$ cat src/rtl/hazard_control_unit_pkg.sv
// Shared definitions for the hazard control unit: sequencer state encodings,
// default counter width and the load-use detection helper.
package hazard_control_unit_pkg;

    // Default width of the datapath word and of the performance counters.
    localparam int WORD_SIZE = 16;

    // Sequencer states.
    typedef enum logic [1:0] {
        HCU_RUN     = 2'd0,
        HCU_DISCARD = 2'd1,
        HCU_HALT    = 2'd2
    } hcu_state_e;

    // True when the ID instruction reads the register that the load in EX
    // is about to write, so the consumer has to wait one cycle.
    function automatic logic hcu_load_use(
        input logic       d_read_ex,
        input logic [1:0] rs,
        input logic [1:0] rt,
        input logic       use_rs,
        input logic       use_rt,
        input logic [1:0] wr_ex
    );
        return d_read_ex & ((use_rs & (rs == wr_ex)) | (use_rt & (rt == wr_ex)));
    endfunction

endpackage

$ cat src/rtl/hazard_control_unit_if.sv
// Hazard status coming from the pipeline and the stall/flush/PC-write
// controls going back to it.
interface hazard_control_unit_if;

    // Hazard sources observed in the pipeline.
    logic [1:0] rs_ID;
    logic [1:0] rt_ID;
    logic       use_rs_ID;
    logic       use_rt_ID;
    logic       d_readM_EX;
    logic [1:0] write_reg_addr_EX;
    logic       redirect_EX;
    logic       redirect_ID;
    logic       i_ready;
    logic       d_req_MEM;
    logic       d_ready;
    logic       valid_WB;
    logic       is_halted_WB;

    // Controls for the PC and the four pipeline registers.
    logic       pc_write;
    logic       stall_IF_ID;
    logic       flush_IF_ID;
    logic       stall_ID_EX;
    logic       flush_ID_EX;
    logic       stall_EX_MEM;
    logic       flush_EX_MEM;
    logic       stall_MEM_WB;
    logic       flush_MEM_WB;

    // Pipeline side: reports hazards, obeys controls.
    modport master (
        output rs_ID, rt_ID, use_rs_ID, use_rt_ID, d_readM_EX, write_reg_addr_EX,
               redirect_EX, redirect_ID, i_ready, d_req_MEM, d_ready,
               valid_WB, is_halted_WB,
        input  pc_write, stall_IF_ID, flush_IF_ID, stall_ID_EX, flush_ID_EX,
               stall_EX_MEM, flush_EX_MEM, stall_MEM_WB, flush_MEM_WB
    );

    // Sequencer side: reads hazards, drives controls.
    modport slave (
        input  rs_ID, rt_ID, use_rs_ID, use_rt_ID, d_readM_EX, write_reg_addr_EX,
               redirect_EX, redirect_ID, i_ready, d_req_MEM, d_ready,
               valid_WB, is_halted_WB,
        output pc_write, stall_IF_ID, flush_IF_ID, stall_ID_EX, flush_ID_EX,
               stall_EX_MEM, flush_EX_MEM, stall_MEM_WB, flush_MEM_WB
    );

endinterface

$ cat src/rtl/hazard_perf_counter.sv
// Free-running event counter with increment enable and asynchronous
// active-low clear; wraps modulo 2^CNT_WIDTH.
module hazard_perf_counter
    import hazard_control_unit_pkg::*;
#(
    parameter int CNT_WIDTH = WORD_SIZE
) (
    input  logic                 clk,
    input  logic                 clear_n,
    input  logic                 inc_en,
    output logic [CNT_WIDTH-1:0] count
);

    logic [CNT_WIDTH-1:0] count_p0;

    // Count one event per enabled cycle; clear immediately on clear_n low.
    always_ff @(posedge clk or negedge clear_n) begin
        if (!clear_n) begin
            count_p0 <= '0;
        end else if (inc_en) begin
            count_p0 <= count_p0 + CNT_WIDTH'(1);
        end
    end

    assign count = count_p0;

endmodule

$ cat src/rtl/hazard_control_unit.sv
// Central stall/flush sequencer for the 5-stage pipeline. Control outputs
// are combinational from the current state and hazard inputs; the state
// register tracks an outstanding wrong-path fetch and a latched halt.
module hazard_control_unit
    import hazard_control_unit_pkg::*;
#(
    parameter int CNT_WIDTH = WORD_SIZE
) (
    input  logic                 clk,
    input  logic                 reset_n,
    hazard_control_unit_if.slave hz,
    output logic                 halted,
    output logic [CNT_WIDTH-1:0] retired_count,
    output logic [CNT_WIDTH-1:0] stall_cycles
);

    hcu_state_e state_p0;
    hcu_state_e state_next;
    logic       load_use;
    logic       d_wait;
    logic       redirect;
    logic       retire_inc;
    logic       stall_inc;

    assign load_use = hcu_load_use(hz.d_readM_EX, hz.rs_ID, hz.rt_ID,
                                   hz.use_rs_ID, hz.use_rt_ID, hz.write_reg_addr_EX);
    assign d_wait   = hz.d_req_MEM & ~hz.d_ready;
    assign redirect = hz.redirect_EX | hz.redirect_ID;

    // State register: RUN / DISCARD / HALT, cleared to RUN on reset.
    always_ff @(posedge clk or negedge reset_n) begin
        if (!reset_n) begin
            state_p0 <= HCU_RUN;
        end else begin
            state_p0 <= state_next;
        end
    end

    // Priority-ordered hazard resolution and next-state selection.
    always_comb begin
        state_next      = state_p0;
        hz.pc_write     = 1'b0;
        hz.stall_IF_ID  = 1'b0;
        hz.flush_IF_ID  = 1'b0;
        hz.stall_ID_EX  = 1'b0;
        hz.flush_ID_EX  = 1'b0;
        hz.stall_EX_MEM = 1'b0;
        hz.flush_EX_MEM = 1'b0;
        hz.stall_MEM_WB = 1'b0;
        hz.flush_MEM_WB = 1'b0;

        if (!reset_n) begin
            // Drain every stage while reset is held.
            hz.flush_IF_ID  = 1'b1;
            hz.flush_ID_EX  = 1'b1;
            hz.flush_EX_MEM = 1'b1;
            hz.flush_MEM_WB = 1'b1;
            state_next      = HCU_RUN;
        end else if (state_p0 == HCU_HALT) begin
            hz.stall_IF_ID  = 1'b1;
            hz.stall_ID_EX  = 1'b1;
            hz.stall_EX_MEM = 1'b1;
            hz.stall_MEM_WB = 1'b1;
        end else if (d_wait) begin
            // Everything upstream of MEM freezes; WB receives a bubble.
            // State is held so a pending halt or discard resumes afterwards.
            hz.stall_IF_ID  = 1'b1;
            hz.stall_ID_EX  = 1'b1;
            hz.stall_EX_MEM = 1'b1;
            hz.flush_MEM_WB = 1'b1;
        end else begin
            if (redirect) begin
                // The ID instruction is wrong-path, so a load-use on it is moot.
                hz.pc_write    = 1'b1;
                hz.flush_IF_ID = 1'b1;
                hz.flush_ID_EX = hz.redirect_EX;
                // The fetch in flight was for the old PC; drop it when it lands.
                state_next     = hz.i_ready ? HCU_RUN : HCU_DISCARD;
            end else if (load_use) begin
                // Hold the consumer in ID and send a bubble to EX. Stall wins
                // over a concurrent fetch-wait flush of IF_ID; an outstanding
                // stale word stays pending because IF_ID does not capture it.
                hz.stall_IF_ID = 1'b1;
                hz.flush_ID_EX = 1'b1;
            end else if (state_p0 == HCU_DISCARD) begin
                // PC already points at the redirect target; just drop the word.
                hz.flush_IF_ID = 1'b1;
                if (hz.i_ready) begin
                    state_next = HCU_RUN;
                end
            end else if (!hz.i_ready) begin
                hz.flush_IF_ID = 1'b1;
            end else begin
                hz.pc_write = 1'b1;
            end

            if (hz.is_halted_WB) begin
                state_next = HCU_HALT;
            end
        end
    end

    assign halted     = (state_p0 == HCU_HALT);
    assign retire_inc = hz.valid_WB & (state_p0 != HCU_HALT);
    assign stall_inc  = ~hz.pc_write & (state_p0 != HCU_HALT) & reset_n;

    hazard_perf_counter #(.CNT_WIDTH(CNT_WIDTH)) u_retired_cnt (
        .clk     (clk),
        .clear_n (reset_n),
        .inc_en  (retire_inc),
        .count   (retired_count)
    );

    hazard_perf_counter #(.CNT_WIDTH(CNT_WIDTH)) u_stall_cnt (
        .clk     (clk),
        .clear_n (reset_n),
        .inc_en  (stall_inc),
        .count   (stall_cycles)
    );

endmodule

$ cat src/flat_wrapper.sv
// flat-port wrapper written by rule: the top's interface ports become plain ports
module hazard_control_unit_flat import hazard_control_unit_pkg::*;
#(
    parameter int CNT_WIDTH = WORD_SIZE
)
  (clk, reset_n, halted, retired_count, stall_cycles, hz_rs_ID, hz_rt_ID, hz_use_rs_ID, hz_use_rt_ID, hz_d_readM_EX, hz_write_reg_addr_EX, hz_redirect_EX, hz_redirect_ID, hz_i_ready, hz_d_req_MEM, hz_d_ready, hz_valid_WB, hz_is_halted_WB, hz_pc_write, hz_stall_IF_ID, hz_flush_IF_ID, hz_stall_ID_EX, hz_flush_ID_EX, hz_stall_EX_MEM, hz_flush_EX_MEM, hz_stall_MEM_WB, hz_flush_MEM_WB);
  hazard_control_unit_if hz_i ();
  input  logic clk;
  input  logic reset_n;
  output logic halted;
  output logic [CNT_WIDTH-1:0] retired_count;
  output logic [CNT_WIDTH-1:0] stall_cycles;
  input wire logic [$bits(hz_i.rs_ID)-1:0] hz_rs_ID;
  input wire logic [$bits(hz_i.rt_ID)-1:0] hz_rt_ID;
  input wire logic [$bits(hz_i.use_rs_ID)-1:0] hz_use_rs_ID;
  input wire logic [$bits(hz_i.use_rt_ID)-1:0] hz_use_rt_ID;
  input wire logic [$bits(hz_i.d_readM_EX)-1:0] hz_d_readM_EX;
  input wire logic [$bits(hz_i.write_reg_addr_EX)-1:0] hz_write_reg_addr_EX;
  input wire logic [$bits(hz_i.redirect_EX)-1:0] hz_redirect_EX;
  input wire logic [$bits(hz_i.redirect_ID)-1:0] hz_redirect_ID;
  input wire logic [$bits(hz_i.i_ready)-1:0] hz_i_ready;
  input wire logic [$bits(hz_i.d_req_MEM)-1:0] hz_d_req_MEM;
  input wire logic [$bits(hz_i.d_ready)-1:0] hz_d_ready;
  input wire logic [$bits(hz_i.valid_WB)-1:0] hz_valid_WB;
  input wire logic [$bits(hz_i.is_halted_WB)-1:0] hz_is_halted_WB;
  output wire logic [$bits(hz_i.pc_write)-1:0] hz_pc_write;
  output wire logic [$bits(hz_i.stall_IF_ID)-1:0] hz_stall_IF_ID;
  output wire logic [$bits(hz_i.flush_IF_ID)-1:0] hz_flush_IF_ID;
  output wire logic [$bits(hz_i.stall_ID_EX)-1:0] hz_stall_ID_EX;
  output wire logic [$bits(hz_i.flush_ID_EX)-1:0] hz_flush_ID_EX;
  output wire logic [$bits(hz_i.stall_EX_MEM)-1:0] hz_stall_EX_MEM;
  output wire logic [$bits(hz_i.flush_EX_MEM)-1:0] hz_flush_EX_MEM;
  output wire logic [$bits(hz_i.stall_MEM_WB)-1:0] hz_stall_MEM_WB;
  output wire logic [$bits(hz_i.flush_MEM_WB)-1:0] hz_flush_MEM_WB;
  assign hz_i.rs_ID = hz_rs_ID;
  assign hz_i.rt_ID = hz_rt_ID;
  assign hz_i.use_rs_ID = hz_use_rs_ID;
  assign hz_i.use_rt_ID = hz_use_rt_ID;
  assign hz_i.d_readM_EX = hz_d_readM_EX;
  assign hz_i.write_reg_addr_EX = hz_write_reg_addr_EX;
  assign hz_i.redirect_EX = hz_redirect_EX;
  assign hz_i.redirect_ID = hz_redirect_ID;
  assign hz_i.i_ready = hz_i_ready;
  assign hz_i.d_req_MEM = hz_d_req_MEM;
  assign hz_i.d_ready = hz_d_ready;
  assign hz_i.valid_WB = hz_valid_WB;
  assign hz_i.is_halted_WB = hz_is_halted_WB;
  assign hz_pc_write = hz_i.pc_write;
  assign hz_stall_IF_ID = hz_i.stall_IF_ID;
  assign hz_flush_IF_ID = hz_i.flush_IF_ID;
  assign hz_stall_ID_EX = hz_i.stall_ID_EX;
  assign hz_flush_ID_EX = hz_i.flush_ID_EX;
  assign hz_stall_EX_MEM = hz_i.stall_EX_MEM;
  assign hz_flush_EX_MEM = hz_i.flush_EX_MEM;
  assign hz_stall_MEM_WB = hz_i.stall_MEM_WB;
  assign hz_flush_MEM_WB = hz_i.flush_MEM_WB;
  hazard_control_unit #(.CNT_WIDTH(CNT_WIDTH)) u_core (.clk(clk), .reset_n(reset_n), .hz(hz_i), .halted(halted), .retired_count(retired_count), .stall_cycles(stall_cycles));
endmodule
$ cat config.mk
export PLATFORM = sky130hd
export DESIGN_NAME = hazard_control_unit_flat
export DESIGN_NICKNAME = d
export VERILOG_FILES = /design/src/rtl/hazard_control_unit_pkg.sv /design/src/rtl/hazard_control_unit_if.sv /design/src/rtl/hazard_perf_counter.sv /design/src/rtl/hazard_control_unit.sv /design/src/flat_wrapper.sv
export SDC_FILE = /design/constraint.sdc
export NUM_CORES = 1
export LEC_CHECK = 0
export CELL_PAD_IN_SITES_DETAIL_PLACEMENT = 1
export CELL_PAD_IN_SITES_GLOBAL_PLACEMENT = 1
export CORE_MARGIN = 5
export CORE_UTILIZATION = 34
export CTS_CLUSTER_DIAMETER = 100
export DETAILED_ROUTE_END_ITERATION = 8
export HOLD_SLACK_MARGIN = 0.03
export PLACE_DENSITY = 0.86
export SYNTH_ARGS = -nofsm -noshare
export SYNTH_HDL_FRONTEND = slang
export SYNTH_HIERARCHICAL = 1
export SYNTH_SLANG_ARGS = --single-unit
$ cat constraint.sdc
create_clock -name clk -period 2.6 [get_ports clk]
set_input_delay 0.26 -clock clk [delete_from_list [all_inputs] [get_ports clk]]
set_output_delay 0.26 -clock clk [all_outputs]
set_load 0.01 [all_outputs]
# After elaboration in Yosys (flattened, before gate mapping)
# Index checks and enable logic that the tools add are counted.
# W data, S select, Z words.
[totals]
ff_bits = 34
in_bits = 18
output_inout_bits = 42
word_cells = 67
[classes]
add_sub_neg = 2
eq_ne = 10
mux = 40
n_bitwise = 11
n_reduce_logical = 1
[op_table]
columns = ["cell", "n"]
rows = [
  ["$add A16 B1 Y16 const B", 2],
  ["$mux W1", 32],
  ["$mux W2", 8],
  ["$ne A4 B1 Y1 const B", 2],
  ["$and A1 B1 Y1", 7],
  ["$ne A2 B2 Y1 const B", 3],
  ["$reduce_and A5 Y1", 1],
  ["$eq A2 B2 Y1", 2],
  ["$ne A4 B4 Y1 const B", 1],
  ["$eq A2 B1 Y1 const B", 1],
  ["$eq A2 B2 Y1 const B", 1],
  ["$not A1 Y1", 2],
  ["$or A1 B1 Y1", 2],
]

# Logic depth before layout (Yosys ltp)
# Gate-level depths: netlist of run 1.
[logic_depth]
word_depth = 12
depth_mapped = 8
mapped_depth_nobuf = 8

# Cells and area by module
# Netlist of run 1, hierarchy kept.
[modules_own_cells]
columns = ["module", "n_inst", "cells_per_inst", "area_each_um2"]
rows = [
  ["hazard_perf_counter", 2, 56, 695.7],
  ["hazard_control_unit", 1, 42, 345.3],
]

# Worst setup path after synthesis of run 1
# Ideal clock, no wire load.
[synth_timing]
path_kind = "input port to flip-flop"
startpoint = "input hz_write_reg_addr_EX[1]"
endpoint = "register u_core.u_stall_cnt.count_p0[12] (netlist: u_core/u_stall_cnt/count[12])"
setup_time_ns = 0.079
arrival_ns = 1.981
t_required_ns = 2.521
setup_slack_ns = 0.540
stages = 8
cell_sequence = "xnor2_1 nand4_1 and2_4 a31oi_1 nand4_4 nor3_2 and4_1 xor2_1"
[synth_between]
elab_chain_len = 12
word_cells_on_any_way = 14
classes_between = "eq/ne: 2; mux: 5; bitwise: 7"
[synth_rtl]
columns = ["item", "line", "rtl"]
rows = [
  ["from (decl)", "flat_wrapper.sv:18", "input wire logic [$bits(hz_i.write_reg_addr_EX)-1:0] hz_write_reg_addr_EX;"],
  ["$eq A2 B2 Y1", "hazard_control_unit_pkg.sv:25", "return d_read_ex & ((use_rs & (rs == wr_ex)) | (use_rt & (rt == wr_ex)));"],
  ["$and A1 B1 Y1", "hazard_control_unit_pkg.sv:25", ""],
  ["$or A1 B1 Y1 (*)", "hazard_control_unit_pkg.sv:25", ""],
  ["$and A1 B1 Y1 (*)", "hazard_control_unit_pkg.sv:25", ""],
  ["$mux W1 (*)", "hazard_control_unit.sv:79", "end else if (load_use) begin"],
  ["$mux W1 (*)", "hazard_control_unit.sv:72", "if (redirect) begin"],
  ["$mux W1 (*)", "hazard_control_unit.sv:64", "end else if (d_wait) begin"],
  ["$mux W1 (*)", "hazard_control_unit.sv:59", "end else if (state_p0 == HCU_HALT) begin"],
  ["$mux W1 (*)", "hazard_control_unit.sv:52", "if (!reset_n) begin"],
  ["$not A1 Y1 (*)", "hazard_control_unit.sv:105", "assign stall_inc = ~hz.pc_write & (state_p0 != HCU_HALT) & reset_n;"],
  ["$and A1 B1 Y1 (*) (2 in series)", "hazard_control_unit.sv:105", ""],
  ["via u_core.stall_inc", "hazard_control_unit.sv:23", "logic stall_inc;"],
  ["to (signal assigned)", "hazard_perf_counter.sv:21", "count_p0 <= count_p0 + CNT_WIDTH'(1);"],
  ["to (decl)", "hazard_perf_counter.sv:14", "logic [CNT_WIDTH-1:0] count_p0;"],
]
# The timed path passes the listed nets; every way through them passes the cells marked *.
# A chain may end at the register's enable or synchronous reset.

# Worst setup path after layout of run 1
[layout_timing]
startpoint = "input reset_n"
endpoint = "output hz_stall_IF_ID"
[layout_between]
elab_chain_len = 1
[layout_rtl]
columns = ["item", "line", "rtl"]
rows = [
  ["from (decl)", "flat_wrapper.sv:9", "input logic reset_n;"],
  ["$mux W1", "hazard_control_unit.sv:52", ""],
  ["to (decl)", "flat_wrapper.sv:27", "output wire logic [$bits(hz_i.stall_IF_ID)-1:0] hz_stall_IF_ID;"],
]
# No other way between the ends.

==> results of run 1 <==
cells in the mapped netlist, drive strengths merged, types with 3 or more instances:
library cell  count
nand2            14
nor2              9
dfrtp            34
and2              3
nand2b            3
xnor2            22
inv               5
nand4            12
xor2             12
nand3            12
nor3              5
per-stage QoR:
stage                     instance area, µm²  utilization  setup WS, ns  std cells  power [mW]
after floorplan                         1737            -        0.5402        154      0.9657
after global placement                  2417       0.4794        0.1504        284       1.247
after detailed placement                2417       0.4794       0.07109        284       1.271
after CTS                               2536       0.5030       0.06111        293       1.754
after global routing                    2539       0.5035        0.1260        293       1.833
final                                   2539       0.5035        0.2372        293       1.727
critical path, stage by stage:
cell and delay [ns]:
dlygate4sd3_1 0.53, clkbuf_4 0.30, inv_1 0.17, o31ai_2 0.26, clkdlybuf4s50_1 0.58
registers in the layout, indices dropped and copies added (netlist names):
register and cells:
u_core/u_retired_cnt/count 16, u_core/u_stall_cnt/count 16, u_core/state_p0 2
per-layer routing:
| metal | up-vias | GRT usage | routed length [µm] |
|---|---|---|---|
| met5 | - | 0 | 0 |
| met4 | 0 | 0.05236 | 74 |
| met3 | 8 | 0.03728 | 214 |
| met2 | 35 | 0.2516 | 2190 |
| met1 | 688 | 0.1617 | 1811 |
| li1 | 672 | - | - |
cell families (layout without fill, tap and decap cells):
group,after synthesis,count (layout),synth area share
AO/OA/AOI/OAI,10,10,0.05764
XOR/XNOR,34,34,0.1715
adder cells (fa/ha/maj),2,2,0.01441
buffers and inverters,6,75,0.01513
flip-flops,34,34,0.4899
multiplexers,2,2,0.01297
AND/OR/NAND/NOR,66,66,0.2385
where the power goes:
| group | leakage, nW | switching [mW] | internal (mW) | total, mW |
|---|---|---|---|---|
| sequential | 0.444 | 0.150 | 0.615 | 0.765 |
| clock | 0.0579 | 0.187 | 0.282 | 0.469 |
| combinational | 0.593 | 0.206 | 0.288 | 0.494 |
layout by cell type, fill, tap and decap left out, drive strengths merged, types with 3 or more instances in the layout:
cell type      netlist  routed
dfrtp               34      34
nand2b               3       3
nand2               14      14
clkdlybuf4s50        0      58
clkbuf               0       6
nand3               12      12
and2                 3       3
xnor2               22      22
nand4               12      12
xor2                12      12
nor3                 5       5
inv                  5       5
nor2                 9       9
repair_timing:
action / 4_1_cts / 5_1_grt
hold endpoints to repair: 11 / 0
setup endpoints to repair: 0 / 1
hold buffers: 1 / 0
gates resized for setup: 0 / 1
layout make-up:
| class | instances | area (µm²) |
|---|---|---|
| inverter | 5 | 18.77 |
| timing repair buffer | 62 | 613.1 |
| fill | 560 | 2504 |
| sequential | 34 | 850.8 |
| multi-input combinational | 114 | 859.6 |
| clock buffer | 5 | 68.82 |
| tap | 70 | 87.58 |
| clock inverter | 3 | 40.04 |
worst max path at each step:
stage	slack, ns	from	end
2_1_floorplan	0.54	hz_write_reg_addr_EX[1]	u_core/u_stall_cnt/count[12]
3_3_place_gp	0.15	hz_write_reg_addr_EX[1]	u_core/u_stall_cnt/count[12]
3_5_place_dp	0.07	hz_write_reg_addr_EX[0]	u_core/u_stall_cnt/count[12]
4_1_cts	0.06	reset_n	hz_stall_IF_ID
5_1_grt	0.13	hz_write_reg_addr_EX[0]	hz_flush_ID_EX
6_report	0.24	reset_n	hz_stall_IF_ID
==> metrics.txt, run 1 <==
Synth area leaders=dfrtp_1 49%, xnor2_1 11%, xor2_1 6.1%; Seq/Total Area, Yosys=0.4899; final hold violations=0; largest net degree at the start of global routing=24; Critical Path Start Type=primary input; Layout Nets=242; WP data arrival=2.10 ns; Max-Cap Viols=0; Req. time, crit path=2.34 ns; Final Critical Period=2.363 ns; Core Area=5042 µm²; antenna diode count=0; Post-synth EDFFs=0; slew of the pin with the lowest slew margin=0.4010 ns; CTS tree=built; share of cells above drive strength 1=0.1166; Clock Sinks=34; DP HPWL=3485 µm; worst-case clock buffer depth=2; Reg-to-Reg Start=u_core/state_p0[1]; final setup TNS=0 ns; reg2reg setup slack=0.60 ns; Reg clk slew, reported paths=0.07 ns; Critical Path Fanout Max=20; initial antenna violation count=0; layout overhead on the synthesized area=46.18%; vias in the first global route=1578; CP endpoint kind=primary output; Final Hold Slack=0.4281 ns; Syn Inst Count=154; area of the mapped netlist=1737 µm²; cell taking the most area after synthesis=dfrtp_1; outcome=finished, final reports clean; Ys Warns=6; clock skew=0.008283 ns; Die Area=6637 µm²; Final Slew Violations=0; global-route wire length before repair=7272 µm; Distinct cells, synth=34; GRT Total Usage=0.1415; RSZ-0062 raised after global routing=false; Num CTS Buffers=5; Die Span Y=81.47 µm; Hold Path Class=in -> async; clk_lat worst skew=0.28 ns; final global-route overflow total=0; Max IR drop VDD=0.0005344 V; routed length per instance=14.65 µm; number of vias per cell=4.788; Port Buf Inserts=59; Slew HR=0.7302; top_reg_cell synth=dfrtp_1; Die Width=81.47 µm; row cnt=26; postcts setup bufs=0; worst r2r dst=u_core/u_stall_cnt/count[12]; Vias=1403; post-synth top area share=0.4899; Synth Register Bits=34; Routed Antenna Nets=0; syn avg cell area=11.28 µm²; Synth async-reset ratio=1.000; # IOs=60; DRC violations left=0; R2R cell count=8; drt pass-1 iters=2; htree depth=2; root cell of the clock tree=clkbuf_8; Max Freq=423.2 MHz; setup violators final=0; GP Congestion=0.8509; Crit Path Class=in -> out; Syn Nets=174; First DRT Iteration DRCs=31; final WL=4291 µm; Tcrit/Tclk final=0.9088; Starting Density=0.3444; leak pwr=1.095 nW; pwr dens=680.4 nW/µm²
No activity file was read; power rests on OpenSTA's default activity.
==> run 2: changes to the inputs <==
--- a/config.mk
+++ b/config.mk
@@ -8,11 +8,11 @@
 export CELL_PAD_IN_SITES_DETAIL_PLACEMENT = 1
 export CELL_PAD_IN_SITES_GLOBAL_PLACEMENT = 1
 export CORE_MARGIN = 5
-export CORE_UTILIZATION = 34
-export CTS_CLUSTER_DIAMETER = 100
+export CORE_UTILIZATION = 37
+export CTS_CLUSTER_DIAMETER = 40
 export DETAILED_ROUTE_END_ITERATION = 8
 export HOLD_SLACK_MARGIN = 0.03
-export PLACE_DENSITY = 0.86
+export PLACE_DENSITY = 0.92
 export SYNTH_ARGS = -nofsm -noshare
 export SYNTH_HDL_FRONTEND = slang
 export SYNTH_HIERARCHICAL = 1
==> constraint.sdc (replaced) <==
create_clock -name clk -period 2.97 [get_ports clk]
set_input_delay 0.297 -clock clk [delete_from_list [all_inputs] [get_ports clk]]
set_output_delay 0.297 -clock clk [all_outputs]
set_load 0.01 [all_outputs]
==> run 2 against run 1 <==
Against the previous run: first-iteration DRC count up 32%; sequential cell count unchanged; largest cell class unchanged; register-to-register slack better by 0.31 ns; critical path type unchanged; utilization rose by 3.6 points; clock-buffer cell count is the same.
==> metrics.txt, run 2 (synthesis results as in run 1) <==
layout overhead on the synthesized area=43.80%; CP Buf/Inv Count=4; pwr dens=575.2 nW/µm²; CP endpoint kind=primary output; vias in the first global route=1585; clock skew=0.009142 ns; Layout Nets=242; First DRT Iteration DRCs=41; Crit path largest cell delay=0.58 ns; Starting Density=0.3751; Reg clk slew, reported paths=0.07 ns; family with the most delay on the worst path=buffers and inverters; Routed Antenna Nets=0; RSZ-0062 raised after global routing=false; root cell of the clock tree=clkbuf_8; Slew HR=0.6346; CTS tree=built; worst-case clock buffer depth=2; htree depth=2; final instance area=2497 µm²; multi-input logic area=859.6 µm²; Crit Path Class=in -> out; global-route wire length before repair=7465 µm; most frequent cells in the layout=58 x clkdlybuf4s50_1, 34 x dfrtp_1, 22 x xnor2_1, 14 x nand2_1, 12 x xor2_1; most common cell after layout, fill and taps aside=clkdlybuf4s50_1; largest net degree at the start of global routing=26; leak pwr=1.081 nW; postcts setup bufs=0; WP data arrival=2.39 ns; slew of the pin with the lowest slew margin=0.5481 ns; WHS Path Cells=1; Critical Path Start Type=primary input; GP Congestion=0.7822; setup violators final=0; fillcell total=511; R2R cell count=7; Vias=1404; DP HPWL=3474 µm; # IOs=60; cts hold-fix bufs=1; Max-Cap Viols=0; slowest stage cell, crit path=clkdlybuf4s50_1; Critical Path Fanout Max=25; drt pass-1 iters=2; FF/Latch Area=850.8 µm²; Port Buf Inserts=59; Core Util, Final=0.5395; final hold violations=0; routed length per instance=15.36 µm; Placed Area=2397 µm²; final WL=4255 µm; outcome=finished, final reports clean; Die Span Y=78.51 µm; DRC violations left=0; Core Area=4629 µm²; initial antenna violation count=0; Req. time, crit path=2.67 ns; Final Slew Violations=0; Die Area=6164 µm²; share of cells above drive strength 1=0.1166; Worst path depth=5; number of vias per cell=5.069; GRT Total Usage=0.1517; post-cts sizing count=0; Num CTS Buffers=5; Max Freq=372.7 MHz; Max IR drop VDD=0.0003856 V; cell breakdown of the critical path=dlygate4sd3_1, buf_2, inv_1, o31ai_2, clkdlybuf4s50_1; final global-route overflow total=0; Die Width=78.51 µm; Tcrit/Tclk final=0.9034; row cnt=25; clk_lat worst skew=0.28 ns; Final Critical Period=2.683 ns; final setup TNS=0 ns; antenna diode count=0; Clock Sinks=34; Hold Path Class=reg -> reg
run 2: cell types whose count changed in the layout (fill, tap and decap cells not counted), sizes merged:
cell / change
bufinv: -1
clkinvlp: +1
clkbuf: -1
buf: +1
run 2: final cells by class:
| class | instances | area share |
|---|---|---|
| multi-input combinational | 114 | 0.3442 |
| clock inverter | 3 | 0.008517 |
| timing repair buffer | 62 | 0.2445 |
| inverter | 5 | 0.007515 |
| tap | 54 | 0.02705 |
| clock buffer | 5 | 0.02756 |
| sequential | 34 | 0.3407 |
run 2: metrics by stage:
| step | setup slack (ns) | total power, mW | hold WS [ns] | cells |
|---|---|---|---|---|
| 3_3_place_gp | 0.4999 | 1.091 | 0.2968 | 268 |
| 2_1_floorplan | 0.8732 | 0.8454 | 0.001409 | 154 |
| 5_1_grt | 0.1117 | 1.534 | 0.5123 | 277 |
| 6_report | 0.2868 | 1.436 | 0.4823 | 277 |
| 4_1_cts | 0.2282 | 1.463 | 0.4814 | 277 |
| 3_5_place_dp | 0.3807 | 1.112 | 0.3065 | 268 |
run 2: per-layer routing:
| metal | part of all wire | track usage |
|---|---|---|
| met5 | 0 | 0 |
| met4 | 0.0080 | 0.03671 |
| met3 | 0.048 | 0.04128 |
| met2 | 0.55 | 0.2869 |
| met1 | 0.40 | 0.1657 |
run 2: where the power goes:
part / switching [mW] / internal [mW] / total (mW)
clock: 0.173 / 0.165 / 0.337
sequential: 0.132 / 0.538 / 0.670
combinational: 0.178 / 0.251 / 0.430
run 2: final timing paths:
path | slack, ns | end | startpoint
max in group asynchronous | 1.78 | u_core/u_retired_cnt/count[14] | reset_n
worst min-delay path | 0.48 | u_core/u_stall_cnt/count[15] | u_core/u_stall_cnt/count[15]
worst max register to register | 0.91 | u_core/u_stall_cnt/count[12] | u_core/state_p0[1]
min in group asynchronous | 0.54 | u_core/u_stall_cnt/count[13] | reset_n
worst max-delay path | 0.29 | hz_stall_IF_ID | reset_n
worst min register to register | 0.48 | u_core/u_stall_cnt/count[15] | u_core/u_stall_cnt/count[15]
==> run 3: changes to the inputs <==
--- a/config.mk
+++ b/config.mk
@@ -13,6 +13,7 @@
 export DETAILED_ROUTE_END_ITERATION = 8
 export HOLD_SLACK_MARGIN = 0.03
 export PLACE_DENSITY = 0.92
+export SKIP_CTS_REPAIR_TIMING = 1
 export SYNTH_ARGS = -nofsm -noshare
 export SYNTH_HDL_FRONTEND = slang
 export SYNTH_HIERARCHICAL = 1
==> results of run 3 <==
Final layout, timing and power as in run 2 (identical DEF).
Main changes from that run: met1 usage 0.1657 -> 0.1650; met3 usage 0.04128 -> 0.04243
